**src/rtl/delay_timer_pkg.sv**
```systemverilog
// Shared types for the delay_timer block: mode encoding, FSM states and
// a helper that says which states drive the output active.
package delay_timer_pkg;

  typedef enum logic [1:0] {
    MODE_DLY_OP  = 2'b00,
    MODE_DLY_REL = 2'b01,
    MODE_DUAL    = 2'b10,
    MODE_ONESHOT = 2'b11
  } mode_e;

  typedef enum logic [2:0] {
    IDLE    = 3'd0,
    ON_DLY  = 3'd1,
    ACTIVE  = 3'd2,
    OFF_DLY = 3'd3,
    PULSE   = 3'd4
  } state_e;

  // States in which delay_out_n is driven low.
  function automatic logic out_asserted(input state_e s);
    return (s == ACTIVE) || (s == OFF_DLY) || (s == PULSE);
  endfunction

endpackage

```
**src/rtl/delay_timer_sync.sv**
```systemverilog
// Two-flop synchronizer for the asynchronous trigger input.
module delay_timer_sync (
  input  logic clk,
  input  logic rst_n,
  input  logic d,
  output logic q
);

  logic [1:0] sync_q;
  logic [1:0] sync_d;

  always_comb begin
    sync_d = {sync_q[0], d};
  end

  always_ff @(posedge clk or negedge rst_n) begin
    if (!rst_n) begin
      sync_q <= 2'b00;
    end else begin
      sync_q <= sync_d;
    end
  end

  assign q = sync_q[1];

endmodule

```
**src/rtl/delay_timer.sv**
```systemverilog
// Programmable delay timer: synchronized trigger, edge detect, down-counter
// and mode FSM producing a registered active-low output.
module delay_timer
  import delay_timer_pkg::*;
#(
  parameter int unsigned WEIGHT_BIT_WIDTH = 8
) (
  input  logic                        clk,
  input  logic                        rst_n,
  input  logic                        trigger_in,
  input  logic                        mode_a,
  input  logic                        mode_b,
  input  logic [WEIGHT_BIT_WIDTH-1:0] weighted_bits,
  output logic                        delay_out_n
);

  localparam int unsigned W = WEIGHT_BIT_WIDTH;

  logic         trig_s;
  logic         trig_dly_q, trig_dly_d;
  logic         rise_c;
  state_e       state_q, state_d;
  mode_e        mode_q, mode_d;
  mode_e        mode_c;
  logic [W-1:0] cnt_q, cnt_d;
  logic         out_n_q, out_n_d;
  logic [W-1:0] w_eff_c;
  logic [W-1:0] w_load_c;
  logic         w_one_c;
  logic         cnt_last_c;

  delay_timer_sync u_sync (
    .clk   (clk),
    .rst_n (rst_n),
    .d     (trigger_in),
    .q     (trig_s)
  );

  assign rise_c     = trig_s & ~trig_dly_q;
  assign mode_c     = mode_e'({mode_b, mode_a});
  assign w_eff_c    = (weighted_bits == '0) ? W'(1) : weighted_bits;
  assign w_one_c    = (w_eff_c == W'(1));
  // The entry edge itself is the first cycle of the interval.
  assign w_load_c   = w_eff_c - W'(1);
  assign cnt_last_c = (cnt_q == W'(1));

  always_comb begin
    state_d    = state_q;
    cnt_d      = cnt_q;
    mode_d     = mode_c;
    trig_dly_d = trig_s;

    if ((state_q != IDLE) && (mode_c != mode_q)) begin
      state_d = IDLE;
      cnt_d   = '0;
    end else begin
      case (state_q)
        IDLE: begin
          cnt_d = '0;
          if (rise_c) begin
            case (mode_c)
              MODE_DLY_OP, MODE_DUAL: begin
                if (w_one_c) begin
                  state_d = ACTIVE;
                end else begin
                  state_d = ON_DLY;
                  cnt_d   = w_load_c;
                end
              end
              MODE_DLY_REL: state_d = ACTIVE;
              MODE_ONESHOT: begin
                state_d = PULSE;
                cnt_d   = w_load_c;
              end
              default: state_d = IDLE;
            endcase
          end
        end
        ON_DLY: begin
          if (!trig_s) begin
            state_d = IDLE;
            cnt_d   = '0;
          end else if (cnt_last_c) begin
            state_d = ACTIVE;
            cnt_d   = '0;
          end else begin
            cnt_d = cnt_q - W'(1);
          end
        end
        ACTIVE: begin
          cnt_d = '0;
          if (!trig_s) begin
            if ((mode_c == MODE_DLY_OP) || (mode_c == MODE_ONESHOT) || w_one_c) begin
              state_d = IDLE;
            end else begin
              state_d = OFF_DLY;
              cnt_d   = w_load_c;
            end
          end
        end
        OFF_DLY: begin
          if (trig_s) begin
            state_d = ACTIVE;
            cnt_d   = '0;
          end else if (cnt_last_c) begin
            state_d = IDLE;
            cnt_d   = '0;
          end else begin
            cnt_d = cnt_q - W'(1);
          end
        end
        PULSE: begin
          if (cnt_q == '0) begin
            state_d = IDLE;
          end else begin
            cnt_d = cnt_q - W'(1);
          end
        end
        default: begin
          state_d = IDLE;
          cnt_d   = '0;
        end
      endcase
    end

    out_n_d = ~out_asserted(state_d);
  end

  always_ff @(posedge clk or negedge rst_n) begin
    if (!rst_n) begin
      state_q    <= IDLE;
      mode_q     <= MODE_DLY_OP;
      cnt_q      <= '0;
      trig_dly_q <= 1'b0;
      out_n_q    <= 1'b1;
    end else begin
      state_q    <= state_d;
      mode_q     <= mode_d;
      cnt_q      <= cnt_d;
      trig_dly_q <= trig_dly_d;
      out_n_q    <= out_n_d;
    end
  end

  assign delay_out_n = out_n_q;

endmodule

```
**config.mk**
```make
export PLATFORM = sky130hd
export DESIGN_NAME = delay_timer
export DESIGN_NICKNAME = d
export VERILOG_FILES = /design/src/rtl/delay_timer_pkg.sv /design/src/rtl/delay_timer_sync.sv /design/src/rtl/delay_timer.sv
export SDC_FILE = /design/constraint.sdc
export NUM_CORES = 1
export LEC_CHECK = 0
export CORE_ASPECT_RATIO = 1.1
export CORE_UTILIZATION = 55
export CTS_CLUSTER_DIAMETER = 200
export DETAILED_ROUTE_END_ITERATION = 12
export PLACE_DENSITY = 0.82
export SLEW_MARGIN = 0
export SYNTH_ARGS = -nofsm -noshare
export SYNTH_HDL_FRONTEND = slang
export SYNTH_SLANG_ARGS = --single-unit
```
**constraint.sdc**
```tcl
create_clock -name clk -period 2 [get_ports clk]
set_input_delay 0.4 -clock clk [delete_from_list [all_inputs] [get_ports clk]]
set_output_delay 0.4 -clock clk [all_outputs]
set_load 0.05 [all_outputs]
```
Word-level counts from Yosys, hierarchy flattened
Cells that the tools add are included.
Cells by class
  add/subtract/negate cells: 2
  multiply operators: 0
  divide/modulo/power cells: 0
  order comparisons: 0
  equality and inequality tests: 14
  shift operators: 0
  muxes and demuxes: 24
  bitwise gates (word level): 3
  reductions and logical operators: 11
Operators with widths (count)
  2-to-1 mux 8 bit: 10
  case mux 8 bit (5 select lines): 1
  2-to-1 mux 3 bit: 8
  == test 8 x 1 -> 1 bit, second input constant: 2
  zero test 8 bit: 2
  case mux 8 bit (2 select lines): 1
  subtractor 8 x 1 -> 8 bit, second input constant: 2
  case mux 3 bit (5 select lines): 1
  == test 3 x 2 -> 1 bit, second input constant: 4
  case mux 3 bit (3 select lines): 1
  == test 3 bit, second input constant: 2
  == test 2 bit, second input constant: 2
  logical OR 1 bit: 4
  2-to-1 mux 2 bit: 2
  == test 3 x 1 -> 1 bit, second input constant: 1
  zero test 3 bit: 1
  != test 3 bit, second input constant: 1
  nonzero test 3 bit: 1
  == test 2 x 1 -> 1 bit, second input constant: 1
  zero test 2 bit: 1
  != test 2 bit: 1
  NOT 1 bit: 2
  OR reduction 2 bit: 1
  AND 1 bit: 1
  logical AND 1 bit: 1
Word-level totals
  bits in registers: 17
  bits in latches: 0
  memory bits (writable): 0
  memory bits (read-only): 0
  memories: 0

Longest topological paths before layout
Gate-level depths: netlist of the first run.
  word-level depth: 12
  mapped depth: 9
  depth with buffers taken out: 9

Modules after synthesis
Synthesis of the first run repeated with hierarchy kept, for this count alone.
Unflattened totals
  cell total of the unflattened synthesis: 134
  area, all modules: 1251.2 um^2
Modules (own cells, without submodules)
  delay_timer: times used 1, cells an instance 132, area an instance 1201.2 um^2
  delay_timer_sync: times used 1, cells an instance 2, area an instance 50.0 um^2

Worst setup path before layout of the first run
Ideal clock, no wire load.
  path kind: input to register
  start point: input port weighted_bits[4]
  end point: register out_n_q (netlist: delay_out_n)
  arrival: 1.830 ns
  required time: 1.914 ns
  path slack: 0.084 ns
  stages on the path: 9
  path through: nor4_1 -> a21oi_1 -> inv_1 -> ha_1 -> and3_2 -> a21oi_1 -> o22ai_1 -> o22ai_1 -> xor2_1
On the way
  longest elaborated chain between the ends: 12
  elaborated cells between the ends (all ways): 17
  classes of those cells: eq/ne: 4; mux: 8; bitwise: 1; reduce/logical: 4
Ends and longest elaborated chain
  start: declaration: line delay_timer.sv:13  | input logic [WEIGHT_BIT_WIDTH-1:0] weighted_bits,
  zero test 8 bit: line delay_timer.sv:41  | assign w_eff_c = (weighted_bits == '0) ? W'(1) : weighted_bits;
  2-to-1 mux 8 bit *: line delay_timer.sv:41
  == test 8 x 1 -> 1 bit *: line delay_timer.sv:42  | assign w_one_c = (w_eff_c == W'(1));
  2-to-1 mux 2 bit / logical OR 1 bit (equally long branches): line delay_timer.sv:63, delay_timer.sv:93
  case mux 3 bit (3 select lines) / 2-to-1 mux 2 bit (equally long branches): line delay_timer.sv:61, delay_timer.sv:93
  2-to-1 mux 3 bit (on tied branches): line delay_timer.sv:60, delay_timer.sv:92
  case mux 3 bit (5 select lines) *: line delay_timer.sv:57  | case (state_q)
  2-to-1 mux 3 bit *: line delay_timer.sv:53  | if ((state_q != IDLE) && (mode_c != mode_q)) begin
  == test 3 x 2 -> 1 bit: line delay_timer_pkg.sv:22  | return (s == ACTIVE) || (s == OFF_DLY) || (s == PULSE);
  logical OR 1 bit: line delay_timer_pkg.sv:22
  logical OR 1 bit *: line delay_timer_pkg.sv:22
  NOT 1 bit *: line delay_timer.sv:126  | out_n_d = ~out_asserted(state_d);
  net out_n_d: line delay_timer.sv:26  | logic out_n_q, out_n_d;
  end signal: assignment: line delay_timer.sv:141  | out_n_q <= out_n_d;
  end: declaration: line delay_timer.sv:26
Mark *: on every way through the listed nets, which the timed path passes. The rest lies on a longest branch.
A chain may end at the register's enable or synchronous reset.

Final worst setup path of the first run
  start point: input port mode_a
  end point: register cnt_q[3]
On the way
  longest elaborated chain between the ends: 7
  elaborated cells between the ends (all ways): 15
  classes of those cells: eq/ne: 4; mux: 6; reduce/logical: 5
Ends and longest elaborated chain
  start: declaration: line delay_timer.sv:11  | input logic mode_a,
  branches (longest 7 deep; another with case mux 8 bit (2 select lines))
  end signal: assignment: line delay_timer.sv:139  | cnt_q <= cnt_d;
  end: declaration: line delay_timer.sv:25  | logic [W-1:0] cnt_q, cnt_d;
Parallel ways; which one is timed is not known.

==> impl_metrics.toml, run 1 <==
[run_status]
status = "complete, no violations"

[setup_path]
path_class = "input pin to register"
crit_path_top_delay_cell = "clkdlybuf4s50_1"
worst_setup_path_start_kind = "input pin"
crit_path_end_kind = "register"
critPathArrivalTime_ns = 2.17
critPathMaxStageDelay_ns = 0.46
worstPathMaxFanout = 8
worstPathCellList = "clkdlybuf4s50_1 -> buf_4 -> ha_1 -> o32a_1 -> o32ai_4 -> a21oi_1 -> nor2_1"
worstPathRequired_ns = 2.22

[cts]
cts_tree = "yes"
cts_root_buf = "clkbuf_4"
clock_sinks = 17
htreeDepth = 1
clk_pin_slew_ns = 0.10
insertion_delay_ns = 0.29
hold_buffers = 0
clockBufferDepth = 2
cts_made_buffers = 3

[layout]
fin_util_pct = 80.7
diodes = 0
fin_cells = 207
drive_gt1_share_pct = 23.5
area_growth_pct = 37.2
mostFrequentLayoutCell = "buf_4"
mostFrequentLayoutCells = "buf_4 (28), nor2_1 (27), dfrtp_1 (16), a21oi_1 (10), inv_1 (9)"
nets = 201

[sta]
skew_ns = 0.00170
final-hold-violation-count = 0
tightest_slew_ns = 0.419
tns_ns = 0
max_freq_mhz = 513
slew_viol_final = 0
rsz0062_at_grt = "no"
final.min_clock_period_ns = 1.95
worst_hold_slack_ns = 0.374
finalCritPeriodShare_pct = 97.6
setup_viol_count_final = 0
slew-limit-headroom_pct = 72.1

[power_and_ir_drop]
p_per_area_nw_per_um2 = 1120
total_power_w = 0.00182
p_leak_nw = 0.819
ir_drop_v = 0.000784

[drt]
route.antenna.remaining_nets = 0
top_layer = "met4"
num_vias = 1220
route.detailed.drc = 0
wl_met2_mm = 1.72
drtIter0Drc = 55
wl_per_cell_um = 16.0
drt-met1-wl_mm = 1.34
drt_wl_total_mm = 3.31
firstDrtPassIters = 4
via_per_inst = 5.89
wl_met3_um = 141

[floorplan]
initial_core_util_pct = 58.8
dieArea_um2 = 2350
die_width_um = 46.3
io_pins = 14
row_count = 17
design.core.area_um2 = 2020
die_height_um = 50.8

[synth]
synthesis.nets = 159
syn_inst = 138
synth_top_area_share_pct = 33.7
ys_seq_elements = 17
synth_top_area_cell = "dfrtp_1"
yosys_warnings = 0
ys_top_cells_by_area = "dfrtp_1 (34%), nor2_1 (8.5%), ha_1 (8.4%), xor2_1 (5.9%), a21oi_1 (5.1%)"
seq_area_frac_synth_pct = 35.9
syn_area_um2 = 1190
avgSynthCellArea_um2 = 8.61
synth.distinct_cells = 35

[global_routing]
track_usage_pct = 33.5
antenna_found_initial = 0
first_global_vias = 1285
grt_max_degree = 18
grt_pass1_wl_mm = 5.58
gr-total-overflow = 0

[hold_path]
min_path_type = "register to register"

[flow_run]
max_cap_violations = 0

[place]
gp_congestion = 0.852
place_hpwl_mm = 2.37
place_inst = 201
port-buffer-count = 13
==> metrics by stage <==
stage,worst slack [ns],area (um^2)
3_5_place_dp,-0.426,1520
5_1_grt,0.0202,1630
3_3_place_gp,-0.261,1520
2_1_floorplan,0.0837,1190
6_report,0.0488,1630
4_1_cts,0.00450,1600
==> cell usage after synthesis <==
cell and n:
nor2_1 27, dfrtp_1 16, a21oi_1 12, inv_1 9, ha_1 8, xor2_1 8, nand3_1 7, nand2_1 6
o21ai_0 5, xnor2_1 5, buf_2 3, nor4_1 3, a31oi_1 2, nand4_1 2, nor2b_1 2, nor3_1 2
o22ai_1 2, o32a_1 2, a21boi_0 1, a32oi_1 1, and2_1 1, and3_1 1, and3_2 1, and3b_1 1
dfstp_2 1, nand3_2 1, nand3b_1 1, nor2_2 1, nor3b_1 1, nor4_4 1, nor4b_1 1, o221ai_1 1
o31ai_1 1, o32ai_4 1, or2_0 1
==> worst paths after layout <==
kind | cells past startpoint | slack (ns) | endpoint | from
worst min register to register | 0 | 0.37 | u_sync.sync_q[1] | u_sync.sync_q[0]
worst min-delay path | 0 | 0.37 | u_sync.sync_q[1] | u_sync.sync_q[0]
min in group asynchronous | 2 | 0.43 | state_q[2] | rst_n
worst max-delay path | 7 | 0.05 | cnt_q[3] | mode_a
worst max register to register | 6 | 0.18 | delay_out_n | cnt_q[2]
max in group asynchronous | 2 | 1.31 | delay_out_n | rst_n
==> repair_timing <==
action / in CTS / in global routing
buffers inserted: 1 / 1
gates resized for setup: 7 / 11
pin swaps: 3 / 7
endpoints found under the setup margin: 10 / 8
==> sequential cells by signal, summed over array words and instances, names as in the netlist <==
signal	flops
cnt_q	8
delay_out_n	1
mode_q	2
state_q	3
trig_dly_q	1
u_sync.sync_q	2
==> cell type report <==
| type | instances | area, um^2 |
|---|---|---|
| Clock buffer | 4 | 26.3 |
| Multi-Input combinational cell | 109 | 758 |
| Tap cell | 28 | 35.0 |
| Timing Repair Buffer | 40 | 350 |
| Sequential cell | 17 | 427 |
| Inverter | 9 | 33.8 |
| Fill cell | 129 | 390 |
==> power by group <==
part | internal (W) | switching (W) | total, W
clock network | 0.0000775 | 0.000109 | 0.000187
registers | 0.000440 | 0.000122 | 0.000562
logic | 0.000483 | 0.000588 | 0.00107
total | 0.00100 | 0.000819 | 0.00182
==> per-layer routing <==
layer,vias up,track usage (%)
met3,13,7.55
li1,562,-
met2,58,53.9
met4,0,17.6
met5,-,0
met1,587,39.7
==> cells by family after synthesis <==
| logic type | count (synthesis) | share of synthesized area, % |
|---|---|---|
| and+or+nand+nor | 60 | 26.0 |
| AOI/OAI and AO/OA | 28 | 16.0 |
| adders and majority gates | 8 | 8.42 |
| xor gates and xnor gates | 13 | 9.58 |
| buffers and inverters | 12 | 4.10 |
| DFF | 17 | 35.9 |
==> worst max-delay path: cells and delay by family <==
kind / cells / cell delay (ns)
fa+ha+maj: 1 / 0.22
buf+inv: 2 / 0.64
compound gates: 3 / 0.76
simple gates: 1 / 0.15
No activity file was read; power rests on OpenSTA's default activity.
==> inputs of run 2 (changes only) <==
--- a/config.mk
+++ b/config.mk
@@ -5,11 +5,13 @@
 export SDC_FILE = /design/constraint.sdc
 export NUM_CORES = 1
 export LEC_CHECK = 0
-export CORE_ASPECT_RATIO = 1.1
+export ABC_AREA = 1
+export CORE_ASPECT_RATIO = 1.4
 export CORE_UTILIZATION = 55
 export CTS_CLUSTER_DIAMETER = 200
 export DETAILED_ROUTE_END_ITERATION = 12
-export PLACE_DENSITY = 0.82
+export PLACE_DENSITY = 0.81
+export SKIP_LAST_GASP = 1
 export SLEW_MARGIN = 0
 export SYNTH_ARGS = -nofsm -noshare
 export SYNTH_HDL_FRONTEND = slang
==> run 2 against run 1 <==
Compared with the run above:
- flip-flop and latch count did not move
- final area fell by 0.61%
- worst hold slack improved by 0.014 ns
- largest cell class unchanged
- area after synthesis rose by 3.9%
- combinational power fell by 24%
- critical path type unchanged
- critical path depth rose by 11
==> impl_metrics.toml, run 2 <==
[run_status]
status = "complete, no violations"

[layout]
area_growth_pct = 31.2
fin_area_um2 = 1620
fin_util_pct = 79.3
mostFrequentLayoutCell = "nand2_1"
drive_gt1_share_pct = 18.8
mostFrequentLayoutCells = "nand2_1 (48), inv_1 (30), buf_4 (24), dfrtp_1 (16), nor2_1 (14)"
fillCellCount = 137
fin_cells = 234
nets = 235
diodes = 0
top_register = "cnt_q"
largest_reg_flops = 8
biggestRegsByFlops = "cnt_q x8, state_q x3"

[setup_path]
r2r-end = "cnt_q[1]"
worst_setup_path_start_kind = "input pin"
path_class = "input pin to register"
r2r-start = "cnt_q[0]"
cp-startpoint = "weighted_bits[5]"
worstPathMaxFanout = 3
reg2reg_depth = 7
worstPathRequired_ns = 2.26
rrSetupSlack_ns = 0.32
critPathArrivalTime_ns = 2.06
cp-endpoint = "delay_out_n"
crit_path_end_kind = "register"

[flow_run]
max_cap_violations = 0

[sta]
final-hold-violation-count = 0
max_freq_mhz = 557
setup_slack_ns = 0.205
final.min_clock_period_ns = 1.80
skew_ns = 0.00521
finalCritPeriodShare_pct = 89.8
setup_viol_count_final = 0
rsz0062_at_grt = "no"
slew-limit-headroom_pct = 66.2
tightest_slew_ns = 0.502
tns_ns = 0
slew_viol_final = 0

[synth]
yosys_warnings = 0
synth_top_area_cell = "dfrtp_1"
seq_area_frac_synth_pct = 34.5
ys_top_cells_by_count = "nand2_1 (49), inv_1 (30), dfrtp_1 (16), nor2_1 (16), nand3_1 (11)"
synthesis.nets = 194
ys.flop_type = "dfrtp_1"
synth_edf_count = 0
syn_area_um2 = 1230
synth_top_area_share_pct = 32.4
avgSynthCellArea_um2 = 7.14
syn_inst = 173
yosysMostFrequentCell = "nand2_1"
synthArstFlopShare_pct = 100
ys_seq_elements = 17
synth.distinct_cells = 25
ys_top_cells_by_area = "dfrtp_1 (32%), nand2_1 (15%), inv_1 (9.1%), ha_1 (8.1%), nor2_1 (4.9%)"

[place]
dpl_cell_area_um2 = 1550
place_hpwl_mm = 2.25
place_inst = 228
post-place-ws_ns = -0.402
port-buffer-count = 13
gp_congestion = 0.909

[floorplan]
io_pins = 14
design.core.area_um2 = 2040
dieArea_um2 = 2440
row_count = 19
die_width_um = 42.0
initial_core_util_pct = 60.4
die_height_um = 58.1

[cts]
hold_buffers = 0
clk_pin_slew_ns = 0.10
cts_root_buf = "clkbuf_4"
cts_made_buffers = 3
htreeDepth = 1
clockBufferDepth = 2
insertion_delay_ns = 0.31
cts_tree = "yes"
clock_sinks = 17

[drt]
num_vias = 1279
drt_wl_total_mm = 3.03
drtIter0Drc = 49
wl_per_cell_um = 13.0
route.detailed.drc = 0
firstDrtPassIters = 5
route.antenna.remaining_nets = 0
via_per_inst = 5.47

[global_routing]
grt_pass1_wl_mm = 5.11
track_usage_pct = 28.0
gr-total-overflow = 0
first_global_vias = 1276
grt_max_degree = 11
antenna_found_initial = 0

[power_and_ir_drop]
ir_drop_v = 0.000675
p_leak_nw = 0.911
p_per_area_nw_per_um2 = 913

[hold_path]
min_path_type = "input pin to async pin"
==> run 2: changes by cell type in the layout (fill, tap and decap cells not counted), moves of 4 or more <==
cell / delta
nand2_1: +42
nor2_1: -13
inv_1: +21
buf_4: -4
nand3_1: +5
==> run 2: logic make-up after synthesis <==
group                    Yosys count  share of synthesized area, %
AO/OA/AOI/OAI                     17                          9.22
XOR/XNOR                           9                          6.38
adder cells (fa/ha/maj)            8                          8.11
buffers and inverters             30                          9.12
flip-flops                        17                          34.5
AND/OR/NAND/NOR                   92                          32.6
==> run 2: per-stage QoR <==
| stage | hold slack (ns) | power [W] |
|---|---|---|
| after CTS | 0.388 | 0.00147 |
| after global routing | 0.391 | 0.00160 |
| final | 0.388 | 0.00148 |
| after global placement | 0.344 | 0.00123 |
| after floorplan | 0.104 | 0.00103 |
| after detailed placement | 0.364 | 0.00126 |
==> run 2: worst max-delay path: stages <==
cell,delay (ns)
dlymetal6s2s_1,0.14
nor2_2,0.13
nand2_1,0.09
nor2_1,0.09
nor2_1,0.06
inv_1,0.05
ha_1,0.13
inv_1,0.05
nor3_2,0.19
nand2_1,0.13
nand2_1,0.11
nand2_2,0.06
nand2_1,0.06
o21ai_1,0.06
nor2_1,0.14
nand2_1,0.06
nand2_1,0.06
inv_1,0.04
==> run 2: power by group <==
part | total, W | switching [W] | internal, W
registers | 0.000471 | 0.0000572 | 0.000414
logic | 0.000808 | 0.000505 | 0.000303
clock network | 0.000200 | 0.000122 | 0.0000782
total | 0.00148 | 0.000684 | 0.000796
==> run 2: timing repair <==
action	CTS	global route
endpoints found under the setup margin	10	11
buffers inserted	0	2
resized for setup	2	11
pin swaps	0	12
==> run 2: final cells by class <==
class	instances	area (um^2)	area share, %
flip-flops and latches	17	427	26.3
inverters	30	113	6.95
repair buffers	36	320	19.8
clock buffers	4	26.3	1.62
multi-input cells	126	708	43.7
well taps	21	26.3	1.62
==> run 2: layer usage <==
layer / wire length, um / GRT usage (%) / vias up
met5: 0 / 0 / -
met4: 110 / 21.9 / 0
met3: 72 / 3.43 / 8
met2: 1690 / 53.1 / 38
met1: 1160 / 26.7 / 606
li1: - / - / 627
==> run 2: worst min-delay path by stage <==
stage                       end  cells past startpoint
2_1_floorplan          cnt_q[0]                      0
3_3_place_gp   u_sync.sync_q[1]                      0
3_5_place_dp   u_sync.sync_q[1]                      0
4_1_cts        u_sync.sync_q[1]                      0
5_1_grt        u_sync.sync_q[1]                      0
6_report             state_q[1]                      1
